--- src/rtl/nios2_proc_ram_arbiter_pkg.sv ---
`default_nettype none
// ============================================================================
//  Module      : nios2_proc_ram_arb_pkg
//  Description : Shared defaults, read-owner type and address range helper
//                for the dual-master processor RAM arbiter.
//  Revision    : 1.0  initial release
// ============================================================================
package nios2_proc_ram_arb_pkg;

   localparam int          DEF_ADDR_W    = 14;
   localparam int          DEF_DATA_W    = 32;
   localparam int unsigned DEF_RAM_WORDS = 10360;

   // Which master a pending read return belongs to
   typedef enum logic {
      OWN_M0 = 1'b0,
      OWN_M1 = 1'b1
   } owner_t;

   // True when a word address falls inside the populated RAM
   function automatic logic addr_in_range(input logic [31:0] addr, input int unsigned words);
      return (addr < words);
   endfunction

endpackage : nios2_proc_ram_arb_pkg
`default_nettype wire

--- src/rtl/nios2_proc_ram_arbiter_if.sv ---
`default_nettype none
// ============================================================================
//  Module      : nios2_proc_ram_arbiter_if
//  Description : Avalon-MM style master bundle (request, wait, read return).
//  Revision    : 1.0  initial release
// ============================================================================
interface nios2_proc_ram_arbiter_if
   import nios2_proc_ram_arb_pkg::*;
#(
   parameter int ADDR_W = DEF_ADDR_W,
   parameter int DATA_W = DEF_DATA_W
) ();

   logic                  read;
   logic                  write;
   logic [ADDR_W-1:0]     address;
   logic [DATA_W/8-1:0]   byteenable;
   logic [DATA_W-1:0]     writedata;
   logic                  waitrequest;
   logic [DATA_W-1:0]     readdata;
   logic                  readdatavalid;

   modport master (
      output read, write, address, byteenable, writedata,
      input  waitrequest, readdata, readdatavalid
   );

   modport slave (
      input  read, write, address, byteenable, writedata,
      output waitrequest, readdata, readdatavalid
   );

endinterface : nios2_proc_ram_arbiter_if
`default_nettype wire

--- src/rtl/nios2_proc_ram_arbiter_rr_arb2.sv ---
`default_nettype none
// ============================================================================
//  Module      : rr_arb2
//  Description : Two-way round-robin grant. A lone requester wins at once;
//                on a conflict the master not granted last wins.
//  Revision    : 1.0  initial release
// ============================================================================
module rr_arb2
   import nios2_proc_ram_arb_pkg::*;
(
   input  wire logic       clk,
   input  wire logic       reset_n,
   input  wire logic       enable,
   input  wire logic [1:0] req,
   output logic      [1:0] grant
);

   owner_t last_grant;

   // One-hot grant, combinational so the winner sees waitrequest low this cycle
   always_comb begin
      grant = 2'b00;
      if (enable) begin
         case (req)
            2'b01:   grant = 2'b01;
            2'b10:   grant = 2'b10;
            2'b11:   grant = (last_grant == OWN_M1) ? 2'b01 : 2'b10;
            default: grant = 2'b00;
         endcase
      end
   end

   // Remember the last accepted master; reset favours m0 on the first conflict
   always_ff @(posedge clk or negedge reset_n) begin
      if (!reset_n) begin
         last_grant <= OWN_M1;
      end else if (grant[0]) begin
         last_grant <= OWN_M0;
      end else if (grant[1]) begin
         last_grant <= OWN_M1;
      end
   end

endmodule : rr_arb2
`default_nettype wire

--- src/rtl/nios2_proc_ram_arbiter.sv ---
`default_nettype none
// ============================================================================
//  Module      : nios2_proc_ram_arbiter
//  Description : Shares one single-port RAM between two Avalon-MM masters.
//                One access per cycle, 1-cycle read latency, out-of-range
//                accesses are absorbed and flagged, conflicts are counted.
//  Revision    : 1.0  initial release
// ============================================================================
module nios2_proc_ram_arbiter
   import nios2_proc_ram_arb_pkg::*;
#(
   parameter int          ADDR_W    = DEF_ADDR_W,
   parameter int          DATA_W    = DEF_DATA_W,
   parameter int unsigned RAM_WORDS = DEF_RAM_WORDS
) (
   input  wire logic                 clk,
   input  wire logic                 reset_n,
   input  wire logic                 freeze,
   nios2_proc_ram_arbiter_if.slave   m0,
   nios2_proc_ram_arbiter_if.slave   m1,
   output logic [ADDR_W-1:0]         ram_address,
   output logic [DATA_W/8-1:0]       ram_byteenable,
   output logic [DATA_W-1:0]         ram_writedata,
   output logic                      ram_chipselect,
   output logic                      ram_write,
   output logic                      ram_clken,
   input  wire logic [DATA_W-1:0]    ram_readdata,
   output logic                      oor_err,
   output logic [15:0]               conflict_cnt
);

   localparam logic [15:0] CNT_MAX = 16'hFFFF;

   logic [1:0]          req;
   logic [1:0]          grant;
   logic                arb_enable;
   logic                accept;
   owner_t              sel;
   logic                sel_write;
   logic [ADDR_W-1:0]   sel_address;
   logic [DATA_W/8-1:0] sel_byteenable;
   logic [DATA_W-1:0]   sel_writedata;
   logic                in_range;
   logic [DATA_W-1:0]   ret_data;

   logic                rd_valid;
   owner_t              rd_owner;
   logic                rd_oor;

   // read+write together is a write, so either strobe is a request
   assign req        = {m1.read | m1.write, m0.read | m0.write};
   // Nothing is granted under freeze or while reset is held
   assign arb_enable = reset_n & ~freeze;

   rr_arb2 u_rr_arb2 (
      .clk     (clk),
      .reset_n (reset_n),
      .enable  (arb_enable),
      .req     (req),
      .grant   (grant)
   );

   assign accept = |grant;
   assign sel    = grant[1] ? OWN_M1 : OWN_M0;

   // Winner's request steers the RAM port
   always_comb begin
      sel_write      = m0.write;
      sel_address    = m0.address;
      sel_byteenable = m0.byteenable;
      sel_writedata  = m0.writedata;
      if (sel == OWN_M1) begin
         sel_write      = m1.write;
         sel_address    = m1.address;
         sel_byteenable = m1.byteenable;
         sel_writedata  = m1.writedata;
      end
   end

   assign in_range       = addr_in_range(32'(sel_address), RAM_WORDS);

   assign ram_address    = sel_address;
   assign ram_byteenable = sel_byteenable;
   assign ram_writedata  = sel_writedata;
   assign ram_chipselect = accept & in_range;
   assign ram_write      = ram_chipselect & sel_write;
   assign ram_clken      = 1'b1;
   assign oor_err        = accept & ~in_range;

   assign m0.waitrequest = ~grant[0];
   assign m1.waitrequest = ~grant[1];

   // Track who owns next cycle's read return and whether it must read as zero
   always_ff @(posedge clk or negedge reset_n) begin
      if (!reset_n) begin
         rd_valid <= 1'b0;
         rd_owner <= OWN_M0;
         rd_oor   <= 1'b0;
      end else begin
         rd_valid <= accept & ~sel_write;
         if (accept & ~sel_write) begin
            rd_owner <= sel;
            rd_oor   <= ~in_range;
         end
      end
   end

   // An out-of-range read returns zero instead of whatever the RAM drives
   assign ret_data         = rd_oor ? '0 : ram_readdata;

   assign m0.readdatavalid = rd_valid & (rd_owner == OWN_M0);
   assign m1.readdatavalid = rd_valid & (rd_owner == OWN_M1);
   assign m0.readdata      = m0.readdatavalid ? ret_data : '0;
   assign m1.readdata      = m1.readdatavalid ? ret_data : '0;

   // Saturating count of cycles in which both masters want the RAM
   always_ff @(posedge clk or negedge reset_n) begin
      if (!reset_n) begin
         conflict_cnt <= 16'd0;
      end else if ((&req) && (conflict_cnt != CNT_MAX)) begin
         conflict_cnt <= conflict_cnt + 16'd1;
      end
   end

endmodule : nios2_proc_ram_arbiter
`default_nettype wire

--- src/flat_wrapper.sv ---
// flat-port wrapper written by rule: the top's interface ports become plain ports
module nios2_proc_ram_arbiter_flat import nios2_proc_ram_arb_pkg::*;
#(
   parameter int          ADDR_W    = DEF_ADDR_W,
   parameter int          DATA_W    = DEF_DATA_W,
   parameter int unsigned RAM_WORDS = DEF_RAM_WORDS
)
  (clk, reset_n, freeze, ram_address, ram_byteenable, ram_writedata, ram_chipselect, ram_write, ram_clken, ram_readdata, oor_err, conflict_cnt, m0_read, m0_write, m0_address, m0_byteenable, m0_writedata, m0_waitrequest, m0_readdata, m0_readdatavalid, m1_read, m1_write, m1_address, m1_byteenable, m1_writedata, m1_waitrequest, m1_readdata, m1_readdatavalid);
  nios2_proc_ram_arbiter_if #(.ADDR_W(ADDR_W), .DATA_W(DATA_W)) m0_i ();
  nios2_proc_ram_arbiter_if #(.ADDR_W(ADDR_W), .DATA_W(DATA_W)) m1_i ();
  input  wire logic clk;
  input  wire logic reset_n;
  input  wire logic freeze;
  output logic [ADDR_W-1:0] ram_address;
  output logic [DATA_W/8-1:0] ram_byteenable;
  output logic [DATA_W-1:0] ram_writedata;
  output logic ram_chipselect;
  output logic ram_write;
  output logic ram_clken;
  input  wire logic [DATA_W-1:0] ram_readdata;
  output logic oor_err;
  output logic [15:0] conflict_cnt;
  input wire logic [$bits(m0_i.read)-1:0] m0_read;
  input wire logic [$bits(m0_i.write)-1:0] m0_write;
  input wire logic [$bits(m0_i.address)-1:0] m0_address;
  input wire logic [$bits(m0_i.byteenable)-1:0] m0_byteenable;
  input wire logic [$bits(m0_i.writedata)-1:0] m0_writedata;
  output wire logic [$bits(m0_i.waitrequest)-1:0] m0_waitrequest;
  output wire logic [$bits(m0_i.readdata)-1:0] m0_readdata;
  output wire logic [$bits(m0_i.readdatavalid)-1:0] m0_readdatavalid;
  input wire logic [$bits(m1_i.read)-1:0] m1_read;
  input wire logic [$bits(m1_i.write)-1:0] m1_write;
  input wire logic [$bits(m1_i.address)-1:0] m1_address;
  input wire logic [$bits(m1_i.byteenable)-1:0] m1_byteenable;
  input wire logic [$bits(m1_i.writedata)-1:0] m1_writedata;
  output wire logic [$bits(m1_i.waitrequest)-1:0] m1_waitrequest;
  output wire logic [$bits(m1_i.readdata)-1:0] m1_readdata;
  output wire logic [$bits(m1_i.readdatavalid)-1:0] m1_readdatavalid;
  assign m0_i.read = m0_read;
  assign m0_i.write = m0_write;
  assign m0_i.address = m0_address;
  assign m0_i.byteenable = m0_byteenable;
  assign m0_i.writedata = m0_writedata;
  assign m0_waitrequest = m0_i.waitrequest;
  assign m0_readdata = m0_i.readdata;
  assign m0_readdatavalid = m0_i.readdatavalid;
  assign m1_i.read = m1_read;
  assign m1_i.write = m1_write;
  assign m1_i.address = m1_address;
  assign m1_i.byteenable = m1_byteenable;
  assign m1_i.writedata = m1_writedata;
  assign m1_waitrequest = m1_i.waitrequest;
  assign m1_readdata = m1_i.readdata;
  assign m1_readdatavalid = m1_i.readdatavalid;
  nios2_proc_ram_arbiter #(.ADDR_W(ADDR_W), .DATA_W(DATA_W), .RAM_WORDS(RAM_WORDS)) u_core (.clk(clk), .reset_n(reset_n), .freeze(freeze), .m0(m0_i), .m1(m1_i), .ram_address(ram_address), .ram_byteenable(ram_byteenable), .ram_writedata(ram_writedata), .ram_chipselect(ram_chipselect), .ram_write(ram_write), .ram_clken(ram_clken), .ram_readdata(ram_readdata), .oor_err(oor_err), .conflict_cnt(conflict_cnt));
endmodule
--- config.mk ---
export PLATFORM = sky130hd
export DESIGN_NAME = nios2_proc_ram_arbiter_flat
export DESIGN_NICKNAME = d
export VERILOG_FILES = /design/src/rtl/nios2_proc_ram_arbiter_pkg.sv /design/src/rtl/nios2_proc_ram_arbiter_if.sv /design/src/rtl/nios2_proc_ram_arbiter_rr_arb2.sv /design/src/rtl/nios2_proc_ram_arbiter.sv /design/src/flat_wrapper.sv
export SDC_FILE = /design/constraint.sdc
export NUM_CORES = 1
export LEC_CHECK = 0
export BUFFER_PORTS_ARGS = -buffer_cell sky130_fd_sc_hd__buf_2
export CORE_AREA = 2 2 109 111
export DETAILED_ROUTE_END_ITERATION = 10
export DIE_AREA = 0 0 111 113
export SLEW_MARGIN = 20
export SYNTH_ARGS = -nofsm -noshare
export SYNTH_HDL_FRONTEND = slang
export SYNTH_HIERARCHICAL = 1
export SYNTH_SLANG_ARGS = --single-unit
--- constraint.sdc ---
create_clock -name clk -period 2.5 [get_ports clk]
set_clock_uncertainty 0.15 [all_clocks]
set_input_delay 0.25 -clock clk [delete_from_list [all_inputs] [get_ports clk]]
set_output_delay 0.25 -clock clk [all_outputs]
set_load 0.05 [all_outputs]
# Word-level counts from Yosys, hierarchy flattened
# Cells that the tools add are included.
dict set report totals {
  reg_bits 20
  word_cells 43
}
dict set report op_classes {
  n_eq_ne 4
  addsub 1
  reduce_logical 4
  bitwise 15
  n_lt_le_gt_ge 1
  mux 13
}
# op n
set ops {}
lappend ops {{$mux 32} 4}
lappend ops {{$add 16x1->16 const B} 1}
lappend ops {{$ne 16x16->1 const B} 1}
lappend ops {{$lt 14x14->1 const B} 1}
lappend ops {{$mux 14} 1}
lappend ops {{$and 1x1->1} 7}
lappend ops {{$not 1->1} 6}
lappend ops {{$pmux 2 s3} 1}
lappend ops {{$eq 2x2->1 const B} 2}
lappend ops {{$mux 1} 4}
lappend ops {{$mux 2} 2}
lappend ops {{$mux 4} 1}
lappend ops {{$eq 2x1->1 const B} 1}
lappend ops {{$or 1x1->1} 2}
lappend ops {{$reduce_and 2->1} 1}
lappend ops {{$reduce_bool 2->1} 1}
lappend ops {{$reduce_or 2->1} 1}
lappend ops {{$logic_and 1x1->1} 1}

# Longest topological paths before layout
# Gate-level depths: netlist (run 1).
dict set report depth {
  word_depth 9
  depth_mapped 9
  depth_no_buf 7
}

# Modules after synthesis
# Netlist (run 1), hierarchy kept.
# module seq_area_each_um2 area_each_um2 n_inst cells_each
set modules_own_cells {}
lappend modules_own_cells {nios2_proc_ram_arbiter 475.5 2278.4 1 282}
lappend modules_own_cells {rr_arb2 26.3 62.6 1 8}

# Worst setup path after synthesis (run 1)
# OpenSTA, ideal clock, no wires.
dict set report synth_path {
  path_type {input-to-output}
  start {in m0_write}
  end {out ram_chipselect}
  setup_slack_ns -0.738
  n_path_buf 2
  arrival_ns 2.838
  stages 8
  cell_sequence {or2_2 -> a21oi_1 -> buf_6 -> buf_4 -> mux2_2 -> o21ai_0 -> nor2_1 -> a211oi_1}
}
dict set report synth_between {
  elab_chain_len 8
  elab_cells_between_ends 11
  classes_between {order compare: 1; eq/ne: 3; mux: 4; bitwise: 2; reduce/logical: 1}
}
# item line
set synth_rtl {}
lappend synth_rtl {{start: declaration} flat_wrapper.sv:24} ;# input wire logic [$bits(m0_i.write)-1:0] m0_write;
lappend synth_rtl {{$or 1x1->1 *} nios2_proc_ram_arbiter.sv:51} ;# assign req = {m1.read | m1.write, m0.read | m0.write};
lappend synth_rtl {{$eq 2x2->1 / $eq 2x1->1 (equally long branches)} nios2_proc_ram_arbiter_rr_arb2.sv:24} ;# case (req)
lappend synth_rtl {{$pmux 2 s3 *} nios2_proc_ram_arbiter_rr_arb2.sv:24}
lappend synth_rtl {{$mux 2 *} nios2_proc_ram_arbiter_rr_arb2.sv:23} ;# if (enable) begin
lappend synth_rtl {{net u_core.grant[1]} nios2_proc_ram_arbiter.sv:35} ;# logic [1:0] grant;
lappend synth_rtl {{$mux 1 *} nios2_proc_ram_arbiter.sv:64} ;# assign sel = grant[1] ? OWN_M1 : OWN_M0;
lappend synth_rtl {{$mux 14 *} nios2_proc_ram_arbiter.sv:72} ;# if (sel == OWN_M1) begin
lappend synth_rtl {{net ram_address[13]} flat_wrapper.sv:14} ;# output logic [ADDR_W-1:0] ram_address;
lappend synth_rtl {{$lt 14x14->1 *} nios2_proc_ram_arbiter_pkg.sv:22} ;# return (addr < words);
lappend synth_rtl {{$and 1x1->1 *} nios2_proc_ram_arbiter.sv:85} ;# assign ram_chipselect = accept & in_range;
lappend synth_rtl {{end: declaration} flat_wrapper.sv:17} ;# output logic ram_chipselect;
# The timed path passes the listed nets; every way through them passes the cells marked *.

# Worst setup path in the final report (run 1)
dict set report layout_path {
  start {reg u_core.u_rr_arb2.last_grant}
  end {out ram_chipselect}
}
dict set report layout_between {
  elab_chain_len 7
  elab_cells_between_ends 8
  classes_between {order compare: 1; mux: 5; bitwise: 1; reduce/logical: 1}
}
# item line
set layout_rtl {}
lappend layout_rtl {{start: declaration} nios2_proc_ram_arbiter_rr_arb2.sv:18} ;# owner_t last_grant;
lappend layout_rtl {{start signal: assignment} nios2_proc_ram_arbiter_rr_arb2.sv:36} ;# last_grant <= OWN_M1;
lappend layout_rtl {{start signal: assignment} nios2_proc_ram_arbiter_rr_arb2.sv:38} ;# last_grant <= OWN_M0;
lappend layout_rtl {{start signal: assignment} nios2_proc_ram_arbiter_rr_arb2.sv:40} ;# last_grant <= OWN_M1;
lappend layout_rtl {{$mux 2 *} nios2_proc_ram_arbiter_rr_arb2.sv:27} ;# 2'b11: grant = (last_grant == OWN_M1) ? 2'b01 : 2'b10;
lappend layout_rtl {{$pmux 2 s3 *} nios2_proc_ram_arbiter_rr_arb2.sv:24}
lappend layout_rtl {{$mux 2 *} nios2_proc_ram_arbiter_rr_arb2.sv:23}
lappend layout_rtl {{net u_core.grant[1]} nios2_proc_ram_arbiter.sv:35}
lappend layout_rtl {{$mux 1} nios2_proc_ram_arbiter.sv:64}
lappend layout_rtl {{$mux 14} nios2_proc_ram_arbiter.sv:72}
lappend layout_rtl {{$lt 14x14->1} nios2_proc_ram_arbiter_pkg.sv:22}
lappend layout_rtl {{$and 1x1->1 *} nios2_proc_ram_arbiter.sv:85}
# Marked as above.

==> impl_metrics.ini, run 1 <==
[status]
status = finished, violations left
failed_checks = negative setup slack

[grt]
grt_pass1_wl_um = 16500
vias_in_the_first_global_route = 3168
antenna_found_initial = 0
grt_overflow = 0
grt_start_max_net_pins = 34
grt_use_total_pct = 16.0

[cells_and_area]
most-common-layout-cells = 272 x sky130_fd_sc_hd__buf_2, 69 x sky130_fd_sc_hd__nor2_1, 47 x sky130_fd_sc_hd__mux2_2
post_route_cells_drive_above_1_share_pct = 66.2
most_common_cell_after_layout_fill_and_taps_aside = sky130_fd_sc_hd__buf_2
ant_diodes = 0
net_count_reported_at_finish = 721
synthesis_to_layout_area_growth_pct = 80.8
finalNonFillerCells = 723
final_cell_area_mm2 = 0.00423

[worst_setup_path]
critical_path.cell_chain = a21oi_4, buf_12, mux2_4, o311a_4, a211oi_2, buf_6
path_max_fanout = 6
sum_of_buffers_and_inverters_on_the_critical_path = 2
slowest_delay_ns = 0.55
category_of_the_worst_setup_path_capture_point = output pin
cpLargestDelayFamily = compound AO/OA/AOI/OAI gates
critical_path_arrival_ns = 2.12
cp.required_ns = 2.10
critical-path-slowest-cell = sky130_fd_sc_hd__dfstp_2
setup.worst_path.class = reg -> out
critical_path_launch_point_type = flip-flop

[sta]
finalMaxSlewViolations = 0
maxClockFrequency_mhz = 396
tns_ns = -0.0314
report.final.hold_viol_count = 0
timing_worst_slew_pin_value_ns = 0.763
post-route-period-util_pct = 101
finalHoldWorstSlack_ns = 0.204
setup_repair_after_global_routing_missed_its_margin = yes
fin_crit_ns = 2.52
relSlewSlack_pct = 49.1
setup-violations-final = 2
setup_ws_ns = -0.0230

[placement]
dp.final_hpwl_um = 9440
placement.io_buffers = 275
place_congestion = 0.914
dpl-instance-area_mm2 = 0.00402
place_inst = 713
post-place-ws_ns = -0.135

[synthesis]
syn_avg_cell_area_um2 = 8.07
syn_nets = 430
syn_area_mm2 = 0.00234
synth_seq_cells = 20
synth_sequential_area_ratio_pct = 21.4
yosysTopAreaCell = sky130_fd_sc_hd__mux2_2
yosys_warnings = 6
mapped_cells = 290
ys_top_cells_by_area = sky130_fd_sc_hd__mux2_2 23%, sky130_fd_sc_hd__dfrtp_1 20%, sky130_fd_sc_hd__nor2_1 11%, sky130_fd_sc_hd__nand2b_1 8.6%, sky130_fd_sc_hd__nand2_1 3.0%
synth_top_area_share_pct = 22.6
post_synth_num_cell_types = 48

[clocking]
numCtsBuffers = 3
cts_tree = built
clock_tree.root_cell = sky130_fd_sc_hd__clkbuf_16
clock_tree.htree_level_count = 1
cts.sinks = 20
clk_pin_slew_worst_paths_ns = 0.06
clk-insertion-delay-late_ns = 0.25
ctsLongestPathBuffers = 2

[floorplanning]
design.core.area_mm2 = 0.0113
fp.dieH_um = 113
row_count = 39
die_w_um = 111
start_util_pct = 20.8
io_pins = 277
die-area_mm2 = 0.0125

[worst_hold_path]
kind_of_path_behind_the_tightest_hold_check = in -> reg

[flow_run]
drv_cap = 0

[routing]
postRouteAntennaNets = 0
drcViolationCount = 0
dr.first_iter.drc_count = 117
detailroute.via_count = 3232
routed_wl_um = 10900
drt-wirelength-per-cell_um = 15.1
ratio_of_routed_vias_to_standard_cells = 4.47
drtPass1Iterations = 4

[pwr]
p_leak_nw = 2.28
power_density_mw_per_mm2 = 587
vdd_drop_max_uv = 478
-- layout make-up --
cell class                 instances  area [um2]
clock buffer                       3        75.1
clock inverter                     1        30.0
fill                            1202        7040
inverter                           9        33.8
multi-input combinational        244        1780
sequential                        20         502
tap                              143         179
timing repair buffer             303        1630
-- logic make-up after synthesis --
group | count (synthesis) | synth area share (%)
xor+xnor | 13 | 4.86
fa+ha+maj | 1 | 0.534
flops | 20 | 21.4
simple gates | 154 | 34.4
compound gates | 25 | 9.09
other cells | 1 | 0.160
buf+inv | 26 | 5.18
mux | 50 | 24.4
-- per-stage QoR --
stage / util [%] / power [W]
after floorplan: - / 0.00160
after global placement: 35.7 / 0.00201
after detailed placement: 35.7 / 0.00203
after CTS: 37.4 / 0.00251
after global routing: 37.5 / 0.00262
final: 37.5 / 0.00248
-- worst reg2reg max path, cell delays in order, from the launching register on --
cell,delay (ns)
sky130_fd_sc_hd__dfstp_2,0.55
sky130_fd_sc_hd__a21oi_4,0.07
sky130_fd_sc_hd__buf_6,0.13
sky130_fd_sc_hd__or3_4,0.40
sky130_fd_sc_hd__o31ai_4,0.08
sky130_fd_sc_hd__buf_4,0.16
sky130_fd_sc_hd__o21ai_0,0.08
sky130_fd_sc_hd__o22a_1,0.19
-- Yosys cell counts, drive strengths merged --
| master | count |
|---|---|
| buf | 8 |
| nand3 | 6 |
| and4 | 2 |
| conb | 1 |
| nor4 | 3 |
| clkbuf | 9 |
| a21oi | 6 |
| a2111oi | 1 |
| xor2 | 6 |
| nand4 | 5 |
| nand4b | 1 |
| dfstp | 1 |
| or2 | 3 |
| o21ai | 5 |
| mux2 | 50 |
| dfrtp | 19 |
| a211oi | 3 |
| and3 | 4 |
| nor2b | 1 |
| inv | 9 |
| ha | 1 |
| o22ai | 3 |
| o22a | 2 |
| or3 | 1 |
| nand2b | 32 |
| o31ai | 1 |
| nor3b | 2 |
| nor2 | 71 |
| nor3 | 4 |
| o221ai | 1 |
| nand2 | 19 |
| o311a | 1 |
| o2bb2ai | 1 |
| xnor2 | 7 |
| o211ai | 1 |
-- metal layers --
layer	vias up	GRT usage, %	wire, um
met2	150	28.3	5380
met3	10	5.95	1100
met5	-	0	0
met4	0	2.33	103
met1	1503	18.9	4310
li1	1569	-	-
-- power breakdown --
group | internal, W | switching (W)
sequential | 0.000404 | 0.000142
combinational | 0.000496 | 0.00100
clock | 0.000318 | 0.000121
-- path summary, 6_finish.rpt --
path                                                    startpoint                                       to  slack [ns]  depth (start not counted)
min in group asynchronous                                  reset_n      u_core/conflict_cnt[15]$_DFFE_PN0P_        0.36                          3
max reg2reg                u_core/u_rr_arb2/last_grant$_DFFE_PN1P_                u_core/rd_oor$_DFFE_PN0P_        0.57                          7
min                                                       m1_write              u_core/rd_owner$_DFFE_PN0P_        0.20                          3
min reg2reg                     u_core/conflict_cnt[7]$_DFFE_PN0P_       u_core/conflict_cnt[7]$_DFFE_PN0P_        0.38                          1
max in group asynchronous                                  reset_n  u_core/u_rr_arb2/last_grant$_DFFE_PN1P_        1.56                          3
max                        u_core/u_rr_arb2/last_grant$_DFFE_PN1P_                           ram_chipselect       -0.02                          6
-- registers in the layout, indices dropped and copies added, names as in the netlist --
signal and cells:
u_core/conflict_cnt 16, u_core/rd_oor 1, u_core/rd_owner 1, u_core/rd_valid 1, u_core/u_rr_arb2/last_grant 1
-- timing repair --
item	4_1_cts	5_1_grt
cloned	0	0
pin swaps	6	4
resized for setup	13	5
setup endpoints to repair	3	5
buffers inserted	6	0
hold buffers	1	0
endpoints found under the hold margin	19	0
Note: power is estimated with default switching activity, not from simulation.
==> run 2, diff against run 1 <==
--- a/config.mk
+++ b/config.mk
@@ -6,9 +6,9 @@
 export NUM_CORES = 1
 export LEC_CHECK = 0
 export BUFFER_PORTS_ARGS = -buffer_cell sky130_fd_sc_hd__buf_2
-export CORE_AREA = 2 2 109 111
+export CORE_AREA = 2 2 107 109
 export DETAILED_ROUTE_END_ITERATION = 10
-export DIE_AREA = 0 0 111 113
+export DIE_AREA = 0 0 109 111
 export SLEW_MARGIN = 20
 export SYNTH_ARGS = -nofsm -noshare
 export SYNTH_HDL_FRONTEND = slang
==> constraint.sdc (replaced) <==
create_clock -name clk -period 2.08 [get_ports clk]
set_clock_uncertainty 0.15 [all_clocks]
set_input_delay 0.208 -clock clk [delete_from_list [all_inputs] [get_ports clk]]
set_output_delay 0.208 -clock clk [all_outputs]
set_load 0.05 [all_outputs]
==> run 2 against run 1 <==
The run still ends with negative setup slack left. First-iteration DRC count down 46%. Via count down 2.4%. Cell area up 1.6%. Hold slack worse by 0.034 ns. Worst setup slack worse by 0.36 ns. Sequential power up 20%. Critical path depth unchanged. Sequential share of layout area down 0.15 points. Global-route usage down 1.7 points. Register-to-register slack worse by 0.42 ns. Largest cell class unchanged. Largest power group unchanged. Highest routed layer unchanged.
==> impl_metrics.ini, run 2 (same netlist as run 1, synthesis figures left out) <==
[sta]
fin_crit_ns = 2.47
setup_repair_after_global_routing_missed_its_margin = yes
maxClockFrequency_mhz = 405
tns_ns = -3.83
finalMaxSlewViolations = 0
report.final.hold_viol_count = 0
setup-violations-final = 43
post-route-period-util_pct = 119
setup_ws_ns = -0.386

[cells_and_area]
synthesis_to_layout_area_growth_pct = 83.6
net_count_reported_at_finish = 717
largest_register_ffs = 16
post_route_cells_drive_above_1_share_pct = 65.8
most-common-layout-cells = 266 x sky130_fd_sc_hd__buf_2, 69 x sky130_fd_sc_hd__nor2_1, 39 x sky130_fd_sc_hd__mux2_2
n_fill_cell = 1145
finish.utilization_pct = 38.8
largest-register = u_core/conflict_cnt
ant_diodes = 0
most_common_cell_after_layout_fill_and_taps_aside = sky130_fd_sc_hd__buf_2

[worst_setup_path]
r2r-end = u_core/rd_oor$_DFFE_PN0P_
r2r_slack_ns = 0.15
sum_of_buffers_and_inverters_on_the_critical_path = 2
setup.worst_path.class = reg -> out
timing.reg2reg.worst_path_depth = 5
crit_top_cell = sky130_fd_sc_hd__buf_6
slowest_delay_ns = 0.38
critical_path_launch_point_type = flip-flop
critical_path_arrival_ns = 2.11
path_max_fanout = 8
critical_path.cell_chain = a21oi_4, buf_6, mux2_4, o311a_4, o22a_2, buf_6
cpLargestDelayFamily = compound AO/OA/AOI/OAI gates
category_of_the_worst_setup_path_capture_point = output pin
critical-path-slowest-cell = sky130_fd_sc_hd__dfstp_2
critical_path.reg2reg.startpoint = u_core/u_rr_arb2/last_grant$_DFFE_PN1P_
cp.required_ns = 1.72

[placement]
dp.final_hpwl_um = 8230
placement.io_buffers = 275
place_congestion = 0.828
post-place-ws_ns = -0.456

[status]
status = finished, violations left
failed_checks = negative setup slack

[routing]
routed_wl_um = 9740
dr.first_iter.drc_count = 63
postRouteAntennaNets = 0
detailroute.via_count = 3155
drt-wirelength-per-cell_um = 13.5
ratio_of_routed_vias_to_standard_cells = 4.39
drtPass1Iterations = 4
drcViolationCount = 0

[clocking]
clock_tree.htree_level_count = 1
clk_pin_slew_worst_paths_ns = 0.05
clock_tree.root_cell = sky130_fd_sc_hd__clkbuf_16
cts_tree = built
cts.sinks = 20
clk-insertion-delay-late_ns = 0.26
numCtsBuffers = 3
ctsLongestPathBuffers = 2

[worst_hold_path]
min_delay_path_depth = 5
hold-path-endpoint = u_core/u_rr_arb2/last_grant$_DFFE_PN1P_
hp-start = freeze
kind_of_path_behind_the_tightest_hold_check = in -> reg

[floorplanning]
io_pins = 277
start_util_pct = 21.1
fp.dieH_um = 111
row_count = 39
die_w_um = 109
design.core.area_mm2 = 0.0111
die-area_mm2 = 0.0121

[grt]
global_route.peak_usage_layer = met2
antenna_found_initial = 0
met2_usage_pct = 26.5
grt_use_total_pct = 14.3
met1_track_utilization_from_global_routing_pct = 17.7
globalRouteMet3Util_pct = 1.94
vias_in_the_first_global_route = 2847
grt_overflow = 0
grt_start_max_net_pins = 34
grt_pass1_wl_um = 13900

[flow_run]
drv_cap = 0

[pwr]
p_leak_nw = 2.30
power_density_mw_per_mm2 = 700
vdd_drop_max_uv = 501
## run 2: report_power, final
part	internal [W]	total [W]	switching (W)
Sequential	0.000488	0.000654	0.000166
Clock	0.000382	0.000535	0.000153
Combinational	0.000617	0.00182	0.00120
## run 2: layer usage
| metal | wire length [um] | up-vias |
|---|---|---|
| met5 | 0 | - |
| met4 | 55 | 0 |
| met3 | 734 | 6 |
| met2 | 4850 | 139 |
| met1 | 4100 | 1452 |
| li1 | - | 1558 |
## run 2: what timing repair did
| item | 4_1_cts | 5_1_grt |
|---|---|---|
| hold buffers | 1 | 0 |
| pin swaps | 1 | 1 |
| endpoints found under the setup margin | 49 | 49 |
| hold endpoints to repair | 19 | 0 |
| buffers inserted | 1 | 0 |
| resized for setup | 14 | 26 |
## run 2: tightest hold or removal path: cells and delay by family
family,cells,cell delay (ns)
AO/OA/AOI/OAI,1,0.04
AND/OR/NAND/NOR,2,0.12
buffers and inverters,2,0.19
## run 2: area by class of cell
| class | count | area, um2 | share of cell area, % |
|---|---|---|---|
| multi-input cells | 244 | 1820 | 42.3 |
| clock buffers | 3 | 75.1 | 1.75 |
| inverters | 9 | 36.3 | 0.844 |
| clock inverters | 1 | 30.0 | 0.699 |
| flip-flops and latches | 20 | 503 | 11.7 |
| repair buffers | 299 | 1660 | 38.5 |
| well taps | 143 | 179 | 4.16 |
## run 2: per-stage QoR
| stage | hold WS (ns) | cells | instance area (um2) | total power [W] |
|---|---|---|---|---|
| floorplan | -0.238 | 290 | 2410 | 0.00195 |
| global placement | 0.0758 | 713 | 4050 | 0.00241 |
| detailed placement | 0.0754 | 713 | 4050 | 0.00244 |
| CTS | 0.171 | 719 | 4220 | 0.00300 |
| global route | 0.190 | 719 | 4300 | 0.00318 |
| finish | 0.170 | 719 | 4300 | 0.00301 |
## run 2: worst max-delay path by stage
stage,depth (start not counted),slack (ns),startpoint,to
floorplan,6,-0.23,m0_write,ram_chipselect
detailed placement,9,-0.46,m0_write,oor_err
global placement,9,-0.40,m0_write,oor_err
global route,6,-0.45,u_core/u_rr_arb2/last_grant$_DFFE_PN1P_,oor_err
CTS,7,-0.42,u_core/u_rr_arb2/last_grant$_DFFE_PN1P_,ram_write
finish,6,-0.39,u_core/u_rr_arb2/last_grant$_DFFE_PN1P_,oor_err
==> run 3, diff against run 2 <==
--- a/config.mk
+++ b/config.mk
@@ -5,10 +5,10 @@
 export SDC_FILE = /design/constraint.sdc
 export NUM_CORES = 1
 export LEC_CHECK = 0
-export BUFFER_PORTS_ARGS = -buffer_cell sky130_fd_sc_hd__buf_2
-export CORE_AREA = 2 2 107 109
+export CORE_AREA = 2 2 109 111
 export DETAILED_ROUTE_END_ITERATION = 10
-export DIE_AREA = 0 0 109 111
+export DIE_AREA = 0 0 111 113
+export DONT_BUFFER_PORTS = 1
 export SLEW_MARGIN = 20
 export SYNTH_ARGS = -nofsm -noshare
 export SYNTH_HDL_FRONTEND = slang
==> run 3 against run 2 <==
The flow still finishes with violations (negative setup slack). Hold slack got worse by 0.081 ns. Sequential share of layout area increased by 1.9 points. Non-clock buffer count shrank 184. Final cell count down 25%. Utilization decreased by 5.9 points. Routed wire length shrank 3.2%. Die area up 3.7%. Sequential power shrank 4.4%. Power shrank 5.3%. Clock-buffer cell count is 1 higher. Critical path type unchanged. Largest power group unchanged.
==> impl_metrics.ini, run 3 (same netlist as run 1, synthesis figures left out) <==
[cells_and_area]
finish.utilization_pct = 32.9
post_route_cells_drive_above_1_share_pct = 50.8
synthesis_to_layout_area_growth_pct = 58.5
most-common-layout-cells = 100 x sky130_fd_sc_hd__buf_4, 68 x sky130_fd_sc_hd__nor2_1, 32 x sky130_fd_sc_hd__nand2b_1
largest-register = u_core/conflict_cnt
n_fill_cell = 1168
largest_register_ffs = 16
most_common_cell_after_layout_fill_and_taps_aside = sky130_fd_sc_hd__buf_4
regArea_um2 = 503
final_cell_area_mm2 = 0.00371
multi_input_comb_area_mm2 = 0.00191
net_count_reported_at_finish = 533

[grt]
antenna_found_initial = 1
grt_use_total_pct = 13.6
grt_pass1_wl_um = 14000
grt_overflow = 0
grt_start_max_net_pins = 34
vias_in_the_first_global_route = 2556

[worst_setup_path]
slowest_delay_ns = 0.56
setup.worst_path.class = reg -> out
path_max_fanout = 8
crit_top_cell = sky130_fd_sc_hd__buf_12
critical_path_arrival_ns = 2.15
timing.reg2reg.worst_path_depth = 10
category_of_the_worst_setup_path_capture_point = output pin
critical_path.cell_chain = a21oi_4, buf_12, mux2_4, o311a_4, a211oi_4, buf_12
timing.critical_path.depth = 6
cpLargestDelayFamily = compound AO/OA/AOI/OAI gates
critical_path_launch_point_type = flip-flop
critical-path-slowest-cell = sky130_fd_sc_hd__dfstp_2
cp.required_ns = 1.72
sum_of_buffers_and_inverters_on_the_critical_path = 2

[clocking]
ctsLongestPathBuffers = 2
numCtsBuffers = 3
clk_pin_slew_worst_paths_ns = 0.05
cts_tree = built
clk-insertion-delay-late_ns = 0.25
cts.sinks = 20
clock_tree.root_cell = sky130_fd_sc_hd__clkbuf_16
clock_tree.htree_level_count = 1

[sta]
post-route-period-util_pct = 121
timing_worst_slew_pin_value_ns = 0.905
report.final.hold_viol_count = 0
tns_ns = -1.58
maxClockFrequency_mhz = 398
setup-violations-final = 7
fin_crit_ns = 2.51
finalMaxSlewViolations = 0
setup_repair_after_global_routing_missed_its_margin = yes
relSlewSlack_pct = 39.5
setup_ws_ns = -0.432

[pwr]
vdd_drop_max_uv = 448
power_density_mw_per_mm2 = 768
p_leak_nw = 1.65

[routing]
drtPass1Iterations = 5
dr.first_iter.drc_count = 61
ratio_of_routed_vias_to_standard_cells = 4.88
routed_wl_um = 9430
detailroute.via_count = 2614
drt-wirelength-per-cell_um = 17.6
postRouteAntennaNets = 0
drcViolationCount = 0

[placement]
placement.io_buffers = 0
post-place-ws_ns = -0.363
dpl-instance-area_mm2 = 0.00337
dp.final_hpwl_um = 7630
place_congestion = 0.966

[floorplanning]
io_pins = 277
design.core.area_mm2 = 0.0113
row_count = 39
start_util_pct = 20.8
die-area_mm2 = 0.0125
die_w_um = 111
fp.dieH_um = 113

[worst_hold_path]
min_delay_path_depth = 4
kind_of_path_behind_the_tightest_hold_check = in -> reg

[status]
failed_checks = negative setup slack
status = finished, violations left

[flow_run]
drv_cap = 0
==> run 3: changes by cell type in the layout (fill, tap and decap cells not counted), moves of 7 or more <==
cell / previous run / this run
sky130_fd_sc_hd__buf_2: 266 / 0
sky130_fd_sc_hd__buf_4: 19 / 100
sky130_fd_sc_hd__mux2_2: 39 / 23
sky130_fd_sc_hd__mux2_4: 10 / 26
sky130_fd_sc_hd__buf_12: 0 / 8
sky130_fd_sc_hd__buf_8: 7 / 0
==> run 3: layout make-up <==
class / count / share of cell area, %
multi-input cells: 244 / 51.6
repair buffers: 115 / 26.6
flip-flops and latches: 20 / 13.6
well taps: 143 / 4.82
clock buffers: 4 / 2.39
inverters: 9 / 0.978
diodes: 1 / 0.0675
==> run 3: per-stage QoR <==
step | hold slack [ns] | power, W | cells
global route | 0.0880 | 0.00300 | 535
global placement | -0.237 | 0.00233 | 521
floorplan | -0.238 | 0.00195 | 290
CTS | 0.0858 | 0.00286 | 534
detailed placement | -0.237 | 0.00236 | 521
finish | 0.0889 | 0.00285 | 536
==> run 3: worst paths after layout <==
kind,end,start,slack (ns)
worst max-delay path,ram_write,u_core/u_rr_arb2/last_grant$_DFFE_PN1P_,-0.43
min in group asynchronous,u_core/conflict_cnt[11]$_DFFE_PN0P_,reset_n,0.39
worst min-delay path,u_core/u_rr_arb2/last_grant$_DFFE_PN1P_,freeze,0.09
max in group asynchronous,u_core/rd_oor$_DFFE_PN0P_,reset_n,0.78
worst min register to register,u_core/conflict_cnt[7]$_DFFE_PN0P_,u_core/conflict_cnt[7]$_DFFE_PN0P_,0.37
worst max register to register,u_core/rd_oor$_DFFE_PN0P_,u_core/u_rr_arb2/last_grant$_DFFE_PN1P_,0.07
==> run 3: repair_timing <==
action,CTS,global route
buffers inserted,6,2
endpoints found under the hold margin,21,0
hold buffers,2,0
gates resized for setup,26,16
gates cloned,1,0
pin swaps,6,7
endpoints found under the setup margin,19,110
==> run 3: power by group <==
group / leakage [nW] / internal, W / total, W / switching [W]
Clock: 0.0442 / 0.000293 / 0.000430 / 0.000137
Sequential: 0.254 / 0.000488 / 0.000625 / 0.000137
Combinational: 1.35 / 0.000594 / 0.00180 / 0.00120
==> run 3: worst register-to-register path, stage by stage, from the launching register on <==
cell and delay, ns:
sky130_fd_sc_hd__dfstp_2 0.56, sky130_fd_sc_hd__a21oi_4 0.07, sky130_fd_sc_hd__buf_12 0.14, sky130_fd_sc_hd__buf_4 0.14
sky130_fd_sc_hd__buf_12 0.12, sky130_fd_sc_hd__inv_4 0.07, sky130_fd_sc_hd__buf_12 0.15, sky130_fd_sc_hd__o2bb2ai_1 0.07
sky130_fd_sc_hd__buf_4 0.13, sky130_fd_sc_hd__buf_4 0.13, sky130_fd_sc_hd__o22a_1 0.18
==> run 3: per-layer routing <==
layer	vias up	global-route usage [%]	wire length, um
li1	1195	-	-
met2	163	24.0	4620
met3	2	4.45	956
met4	2	1.42	0
met5	-	0	13
met1	1252	16.9	3830
